## config.mk

```make
export PLATFORM = sky130hd
export DESIGN_NAME = load_store_unit
export DESIGN_NICKNAME = d
export VERILOG_FILES = /design/src/rtl/lsu_pkg.sv /design/src/rtl/lsu_align.sv /design/src/rtl/load_store_unit.sv
export SDC_FILE = /design/constraint.sdc
export NUM_CORES = 1
export LEC_CHECK = 0
export CAP_MARGIN = 30
export CELL_PAD_IN_SITES_DETAIL_PLACEMENT = 1
export CELL_PAD_IN_SITES_GLOBAL_PLACEMENT = 2
export CORE_MARGIN = 3
export CORE_UTILIZATION = 26
export DETAILED_ROUTE_END_ITERATION = 6
export PLACE_DENSITY = 0.9
export SLEW_MARGIN = 20
export SYNTH_ARGS = -nofsm -noshare
export SYNTH_HDL_FRONTEND = slang
export SYNTH_SLANG_ARGS = --single-unit
```

## constraint.sdc

```tcl
create_clock -name clk -period 6.76 [get_ports clk]
set_input_delay 1.352 -clock clk [delete_from_list [all_inputs] [get_ports clk]]
set_output_delay 1.352 -clock clk [all_outputs]
set_load 0.01 [all_outputs]
```

## src/rtl/lsu_pkg.sv

```systemverilog
// lsu_pkg: funct3 codes, FSM states and byte-lane mask helper shared by the load/store unit
package lsu_pkg;
  localparam logic [2:0] F3_B  = 3'b000;
  localparam logic [2:0] F3_H  = 3'b001;
  localparam logic [2:0] F3_W  = 3'b010;
  localparam logic [2:0] F3_BU = 3'b100;
  localparam logic [2:0] F3_HU = 3'b101;
  typedef enum logic [2:0] {IDLE, ISSUE, LOAD_CAP, RMW_MERGE, RESP} lsu_state_e;
  // off is already aligned to the access size, so a halfword shifts by 0 or 2
  function automatic logic [3:0] lane_mask(input logic [2:0] f3, input logic [1:0] off);
    return f3[1:0] == 2'b00 ? 4'b0001 << off : f3[1:0] == 2'b01 ? 4'b0011 << off : 4'b1111;
  endfunction
endpackage

```

## src/rtl/lsu_align.sv

```systemverilog
// lsu_align: load lane extract/extend and sub-word store merge into a read word
module lsu_align
  import lsu_pkg::*;
(
  input  logic [2:0]  funct3_i,
  input  logic [1:0]  off_i,
  input  logic [3:0]  mask_i,
  input  logic [31:0] rdata_i,
  input  logic [15:0] wdata_i,
  output logic [31:0] load_o,
  output logic [31:0] merge_o
);
  logic        is_b, is_h, sx;
  logic [15:0] sh;
  logic [31:0] lanes, wrep;
  // extract and extend the addressed lane; replicate store data and splice it in under the mask
  always_comb begin
    is_b    = funct3_i == F3_B || funct3_i == F3_BU;
    is_h    = funct3_i == F3_H || funct3_i == F3_HU;
    sx      = funct3_i == F3_B || funct3_i == F3_H;
    sh      = 16'(rdata_i >> {off_i, 3'b000});
    load_o  = is_b ? {{24{sx & sh[7]}}, sh[7:0]} : is_h ? {{16{sx & sh[15]}}, sh} : rdata_i;
    lanes   = {{8{mask_i[3]}}, {8{mask_i[2]}}, {8{mask_i[1]}}, {8{mask_i[0]}}};
    wrep    = is_b ? {4{wdata_i[7:0]}} : {2{wdata_i}};
    merge_o = (rdata_i & ~lanes) | (wrep & lanes);
  end
endmodule

```

## src/rtl/load_store_unit.sv

```systemverilog
// load_store_unit: RV32I byte-addressed loads/stores onto a word-only data memory (LSU_MISALIGN_TRAP_EN traps misaligned accesses)
module load_store_unit
  import lsu_pkg::*;
#(
  parameter int          ADDR_WIDTH  = 32,
  parameter logic [31:0] RESET_RDATA = 32'h0
) (
  input  logic                  clk,
  input  logic                  reset,
  input  logic                  req_valid,
  output logic                  req_ready,
  input  logic                  req_we,
  input  logic [2:0]            req_funct3,
  input  logic [ADDR_WIDTH-1:0] req_addr,
  input  logic [31:0]           req_wdata,
  output logic                  resp_valid,
  output logic [31:0]           resp_rdata,
  output logic                  resp_err,
  output logic [ADDR_WIDTH-1:0] mem_addr,
  output logic [31:0]           mem_write_data,
  output logic                  mem_memwrite,
  output logic                  mem_memread,
  output logic [3:0]            mem_sign_mask,
  input  logic [31:0]           mem_read_data
);
  lsu_state_e            state_q;
  logic                  we_q, valid_q, err_q, rd_q, wr_q;
  logic [2:0]            f3_q;
  logic [1:0]            off_q, off_d;
  logic [31:0]           wdata_q, rdata_q, load_data, merge_data;
  logic [ADDR_WIDTH-1:0] maddr_q;
  logic [3:0]            mask_q;
  logic                  is_w, is_h, bad_f3, err_d;
  // classify the incoming request; without the trap, misaligned low bits are simply dropped
  always_comb begin
    is_w   = req_funct3[1:0] == 2'b10;
    is_h   = req_funct3[1:0] == 2'b01;
    bad_f3 = req_we ? req_funct3 > F3_W : req_funct3 == 3'b011 || req_funct3[2:1] == 2'b11;
`ifdef LSU_MISALIGN_TRAP_EN
    err_d  = bad_f3 || (is_h && req_addr[0]) || (is_w && req_addr[1:0] != 2'b00);
`else
    err_d  = bad_f3;
`endif
    off_d  = is_w ? 2'b00 : is_h ? {req_addr[1], 1'b0} : req_addr[1:0];
  end
  // access sequencer with registered strobes and response
  always_ff @(posedge clk) begin
    if (reset) begin
      state_q <= IDLE;
      valid_q <= 1'b0;
      err_q   <= 1'b0;
      rd_q    <= 1'b0;
      wr_q    <= 1'b0;
      mask_q  <= '0;
      rdata_q <= RESET_RDATA;
    end else begin
      valid_q <= 1'b0;
      err_q   <= 1'b0;
      rd_q    <= 1'b0;
      wr_q    <= 1'b0;
      case (state_q)
        IDLE: if (req_valid) begin
          we_q    <= req_we;
          f3_q    <= req_funct3;
          off_q   <= off_d;
          wdata_q <= req_wdata;
          maddr_q <= {2'b00, req_addr[ADDR_WIDTH-1:2]};
          mask_q  <= lane_mask(req_funct3, off_d);
          state_q <= err_d ? RESP : ISSUE;
          valid_q <= err_d;
          err_q   <= err_d;
          rd_q    <= !err_d && !(req_we && is_w);
          wr_q    <= !err_d && req_we && is_w;
        end
        ISSUE: begin
          state_q <= !we_q ? LOAD_CAP : f3_q == F3_W ? RESP : RMW_MERGE;
          wr_q    <= we_q && f3_q != F3_W;
          valid_q <= we_q && f3_q == F3_W;
        end
        LOAD_CAP: begin
          rdata_q <= load_data;
          state_q <= RESP;
          valid_q <= 1'b1;
        end
        RMW_MERGE: begin
          state_q <= RESP;
          valid_q <= 1'b1;
        end
        default: state_q <= IDLE;
      endcase
    end
  end
  lsu_align u_align (
    .funct3_i(f3_q),
    .off_i   (off_q),
    .mask_i  (mask_q),
    .rdata_i (mem_read_data),
    .wdata_i (wdata_q[15:0]),
    .load_o  (load_data),
    .merge_o (merge_data)
  );
  // strobes are masked by reset so an access cut off by reset cannot write at the reset edge
  assign req_ready      = state_q == IDLE;
  assign resp_valid     = valid_q;
  assign resp_err       = err_q;
  assign resp_rdata     = rdata_q;
  assign mem_addr       = maddr_q;
  assign mem_sign_mask  = mask_q;
  assign mem_memread    = rd_q & ~reset;
  assign mem_memwrite   = wr_q & ~reset;
  assign mem_write_data = state_q == RMW_MERGE ? merge_data : wdata_q;
endmodule

```

# After elaboration in Yosys (flattened, before gate mapping)

Cells that the tools add are included.

Latch bits: 0
Word-level logic and storage cells: 78
Memories: 0
RAM bits: 0
Memory bits (read-only): 0
Output and inout port bits: 105
Register bits after elaboration: 111
Bits of input ports: 103

Mux-type cells: 18
$lt $le $gt $ge: 1
Shifts and indexed selects: 3
Divide/modulo/power cells: 0
Eq/ne operators: 13
$mul: 0
Reduce and logical (&&, ||, !) cells: 20
$add $sub $neg: 0
Bitwise operators: 11

Operators by type and width:

| kind                  | count |
|---|---|
| $mux W32              | 4 |
| $and A32 B32 Y32      | 2 |
| $not A32 Y32          | 1 |
| $or A32 B32 Y32       | 1 |
| $shr A32 B5 Y16       | 1 |
| $eq A3 B2 Y1 const B  | 4 |
| $mux W3               | 4 |
| $pmux W3 S3           | 1 |
| $mux W4               | 2 |
| $eq A3 B1 Y1 const B  | 2 |
| $eq A3 B3 Y1 const B  | 2 |
| $logic_and A1 B1 Y1   | 6 |
| $logic_not A3 Y1      | 2 |
| $and A1 B1 Y1         | 4 |
| $eq A2 B2 Y1 const B  | 2 |
| $logic_or A1 B1 Y1    | 4 |
| $mux W1               | 4 |
| $reduce_or A2 Y1      | 2 |
| $shl A1 B2 Y4 const A | 1 |
| $shl A2 B2 Y4 const A | 1 |
| $gt A3 B2 Y1 const B  | 1 |
| $ne A3 B2 Y1 const B  | 1 |
| $not A1 Y1            | 3 |
| $pmux W1 S3           | 1 |
| 9 further kinds       | 10 |

# Longest topological paths before layout

Depth after elaboration: 8
Depth in mapped cells: 9
Mapped depth without buffers: 8

# Cells and area by module

From an unflattened synthesis, not the netlist that was laid out.

Cells, all modules: 501
Area, all modules: 5335.1 µm²

Modules (own cells, without submodules):

| module          | cells an instance | sequential area each (µm²) | instances | area each (µm²) |
|---|---|---|---|---|
| load_store_unit | 315               | 2902.8                     | 1         | 4149.0 |
| lsu_align       | 186               | 0.0                        | 1         | 1186.1 |

# Worst setup path before layout

OpenSTA, ideal clock, no wires.

Path type: input-to-reg
Start point: input port reset
End point: register rd_q
Path slack: 1664 ps
Data arrival time: 5018 ps
Data required time: 6682 ps
Setup time: 78 ps
Stages: 4
Path buffers: 2
Cell sequence: clkbuf_1 > clkbuf_1 > nor2_1 > and3_1

Longest elaborated chain between the ends: 1

Ends and longest elaborated chain:

| what                              | RTL line              | text |
|---|---|---|
| start, declared                   | load_store_unit.sv:9  | `input logic reset,` |
| $reduce_or A3 Y1 (no source line) | n/a                   |  |
| end signal, assigned              | load_store_unit.sv:72 | `rd_q <= !err_d && !(req_we && is_w);` |
| end, declared                     | load_store_unit.sv:27 | `logic we_q, valid_q, err_q, rd_q, wr_q;` |

Every way passes these cells.
A chain may end at the register's enable or synchronous reset.

# Worst setup path in the final report

Start point: input port mem_read_data[27]
End point: output port mem_write_data[27]

Longest elaborated chain between the ends: 3

Ends and longest elaborated chain:

| what             | RTL line               | text |
|---|---|---|
| start, declared  | load_store_unit.sv:24  | `input logic [31:0] mem_read_data` |
| $and A32 B32 Y32 | lsu_align.sv:25        | `merge_o = (rdata_i & ~lanes) \| (wrep & lanes);` |
| $or A32 B32 Y32  | lsu_align.sv:25        |  |
| $mux W32         | load_store_unit.sv:111 | `assign mem_write_data = state_q == RMW_MERGE ? merge_data : wdata_q;` |
| end, declared    | load_store_unit.sv:20  | `output logic [31:0] mem_write_data,` |

Every way passes these cells.

==> reports/metrics.yaml <==
wirelength_um: 17800
rsz0062_at_grt: "false"
hold_buffers: 0
final_cell_area_sq_um: 7640
routedWlPerCell_um: 19.9
crit_buf_inv: 2
start_util_pct: 26.8
syn_inst: 445
multi_input_area_sq_um: 1990
async_reset_ff_share_pct: 0
clk_pin_slew_ns: 0.08
synth_area_leaders: "edfxtp_1 40%, dfxtp_1 17%, mux2i_1 5.3%, a211oi_1 4.8%, nor2_1 3.9%"
drc: 0
wl_met1_um: 7530
yosys_most_used_dff: "edfxtp_1"
p_per_area_nw_per_um2: 211
synth_compound_area_share_pct: 19.1
synth_top_family_by_area: "compound AO/OA/AOI/OAI gates"
dp_cells: 881
synth_edf_count: 68
max_freq_mhz: 224
first_global_vias: 4748
synth_area_leader_cell: "edfxtp_1"
pin_count: 208
ant_nets: 0
insertion_delay_ns: 0.36
cpPeakStageDelay_ns: 0.59
portBuffers: 205
critPathKind: "in2out"
fillCellCount: 2077
worstSetupStartpointType: "input pin"
drt_first_iter_violations: 236
layoutNonFillerInstCount: 898
p_clk_share_pct: 33.4
synth_xor_area_share_pct: 0.173
dieHeight_um: 145
overflow: 0
post-route-period-util_pct: 65.9
arrival_ns: 3.10
power.switching_mw: 0.413
cts_made_buffers: 9
crit_fanout: 4
drv_slew: 0
dp_hpwl_um: 14000
setup-tns-final_ns: 0
synth_adder_area_share_pct: 0.990
ir_worst_vdd_mv: 0.104
vias: 4283
route.met3.wl_um: 1450
crit_family: "buffers and inverters"
cts_setup_buffers: 0
ctsResizeCount: 0
ys_ff_latch: 111
switching_share_pct: 25.6
yosysTopAreaCellShare_pct: 40.4
tritoncts: "done"
crit_slowest_cell: "clkdlybuf4s50_1"
wl_met2_um: 8440
hold_class: "reg2reg"
status: "completed"
combPwrFrac_pct: 17.3
avgSynthCellArea_sq_um: 11.4
grt_max_degree: 57
maxSlewHeadroom_pct: 44.3
yosysSeqAreaShare_pct: 57.4
clock_sinks: 111
finalSetupViolCount: 0
clk_path_buf_depth: 2
yosysUniqueCellTypes: 45
drive_above_1_share_pct: 7.54
tightest_slew_ns: 0.836
crit_chain: "clkdlybuf4s50_1 -> nor2_1 -> a211oi_1 -> a21o_1 -> clkdlybuf4s50_1"
routed_via_density: 4.77
cpMostUsedCell: "clkdlybuf4s50_1"
cts_root_buffer: "clkbuf_16"
synthMuxAreaShare_pct: 7.13
critPathCaptureType: "primary output"
grtUsageTotal_pct: 16.5
power.leakage_nw: 2.65
dpl-instance-area_sq_um: 7340
synth-simple-area-share_pct: 11.6
internal_power_mw: 1.20
fin_nets: 739
gp_congestion: 0.820
clock_skew_ns: 0.0110
hold_violations: 0
htree_levels: 3
highest_layer: "met4"
core_sq_um: 18900
power_frac_seq_pct: 49.3
die_w_um: 145
critical_path_required_ns: 5.41
die_area_sq_um: 21200
netlist_area_sq_um: 5060
synthToLayoutAreaGrowth_pct: 51.0
antenna_found_initial: 1
drtPass1Iterations: 7
yosysWarnings: 0
grt_pass1_wl_um: 27700
seqCellArea_sq_um: 2900
num_rows: 50
maxCapViolCount: 0
fin_crit_ns: 4.46
worst paths after layout:
| path | startpoint | endpoint | slack [ns] | depth (start not counted) |
|---|---|---|---|---|
| max | mem_read_data[27] | mem_write_data[27] | 2.30 | 5 |
| min | resp_rdata[6]$_SDFFE_PP0N_ | resp_rdata[6]$_SDFFE_PP0N_ | 0.46 | 2 |
| max reg2reg | state_q[2]$_SDFFE_PP0P_ | wdata_q[11]$_DFFE_PP_ | 4.39 | 4 |
| min reg2reg | resp_rdata[6]$_SDFFE_PP0N_ | resp_rdata[6]$_SDFFE_PP0N_ | 0.46 | 2 |
layout make-up:
class	instances	share of cell area, %
antenna	1	0.0328
inverter	6	0.295
sequential	111	38.0
clock inverter	6	0.885
clock buffer	10	3.00
timing repair buffer	211	27.4
tap	260	4.26
multi-input combinational	293	26.1
metal layers:
metal | vias up | global-route usage (%)
met5 | - | 0
met4 | 0 | 5.94
met3 | 24 | 5.76
met2 | 169 | 27.2
met1 | 2053 | 20.1
li1 | 2037 | -
logic make-up after synthesis:
| family | Yosys count |
|---|---|
| AO/OA/AOI/OAI | 131 |
| AND/OR/NAND/NOR | 120 |
| flip-flops | 111 |
| buffers and inverters | 42 |
| multiplexers | 35 |
| adder cells (fa/ha/maj) | 4 |
| other | 1 |
| XOR/XNOR | 1 |
synthesized netlist by cell type (2+ instances only):
cell type   n
a2111oi_0   4
a211oi_1   32
a211oi_2   11
a21o_1     17
a21oi_1    30
a222oi_1    4
a2bb2oi_1   2
and3_1      2
buf_1       7
buf_2       6
buf_4       3
clkbuf_1   20
dfxtp_1    43
edfxtp_1   68
ha_1        4
inv_1       6
mux2_2      8
mux2i_1    27
nand2_1    20
nand2b_1   13
nand3b_1    8
nor2_1     53
nor2b_1     6
nor3_1      9
o211ai_1    2
o21ai_0    14
o221ai_1    4
o32ai_1     4
or3_1       2
stage by stage:
stage | hold slack (ns) | util (%) | worst slack, ns | power, mW
floorplan | 0.457 | - | 1.66 | 0.917
global placement | 0.455 | 38.8 | 2.29 | 1.08
detailed placement | 0.450 | 38.8 | 2.29 | 1.09
CTS | 0.461 | 40.4 | 2.29 | 1.63
global route | 0.476 | 40.4 | 2.23 | 1.68
finish | 0.459 | 40.4 | 2.30 | 1.61
flip-flops by register name (all words and copies together) (netlist names):
register and count:
rd_q 1, state_q 3, mem_sign_mask 4, we_q 1, resp_err 1, mem_addr 30
resp_rdata 32, wr_q 1, f3_q 3, off_q 2, wdata_q 32, resp_valid 1
cells in the final DEF (no fill, tap or decap), drive strengths merged, types with 6 or more instances in the layout:
master	netlist	layout
nand3b	8	8
mux2	8	8
o21ai	14	14
clkdlybuf4s50	0	204
inv	6	8
clkbuf	20	10
nor3	10	10
edfxtp	68	68
nor2	54	54
nor2b	6	6
a21oi	30	30
nand2b	13	13
nand2	20	20
a211oi	43	43
dfxtp	43	43
mux2i	27	27
buf	16	7
a21o	17	17
power by group through the flow:
stage / clock network (mW) / logic, mW / registers [mW]
detailed placement: 0 / 0.280 / 0.810
finish: 0.539 / 0.279 / 0.794
CTS: 0.558 / 0.282 / 0.795
global route: 0.579 / 0.302 / 0.799
floorplan: 0 / 0.116 / 0.801
global placement: 0 / 0.274 / 0.807
worst min-delay path, delay by kind of cell (launching register included):
kind            cells  cell delay [ns]
compound gates      1             0.05
flops               1             0.31
simple gates        1             0.05
(Power assumes the default switching activity.)
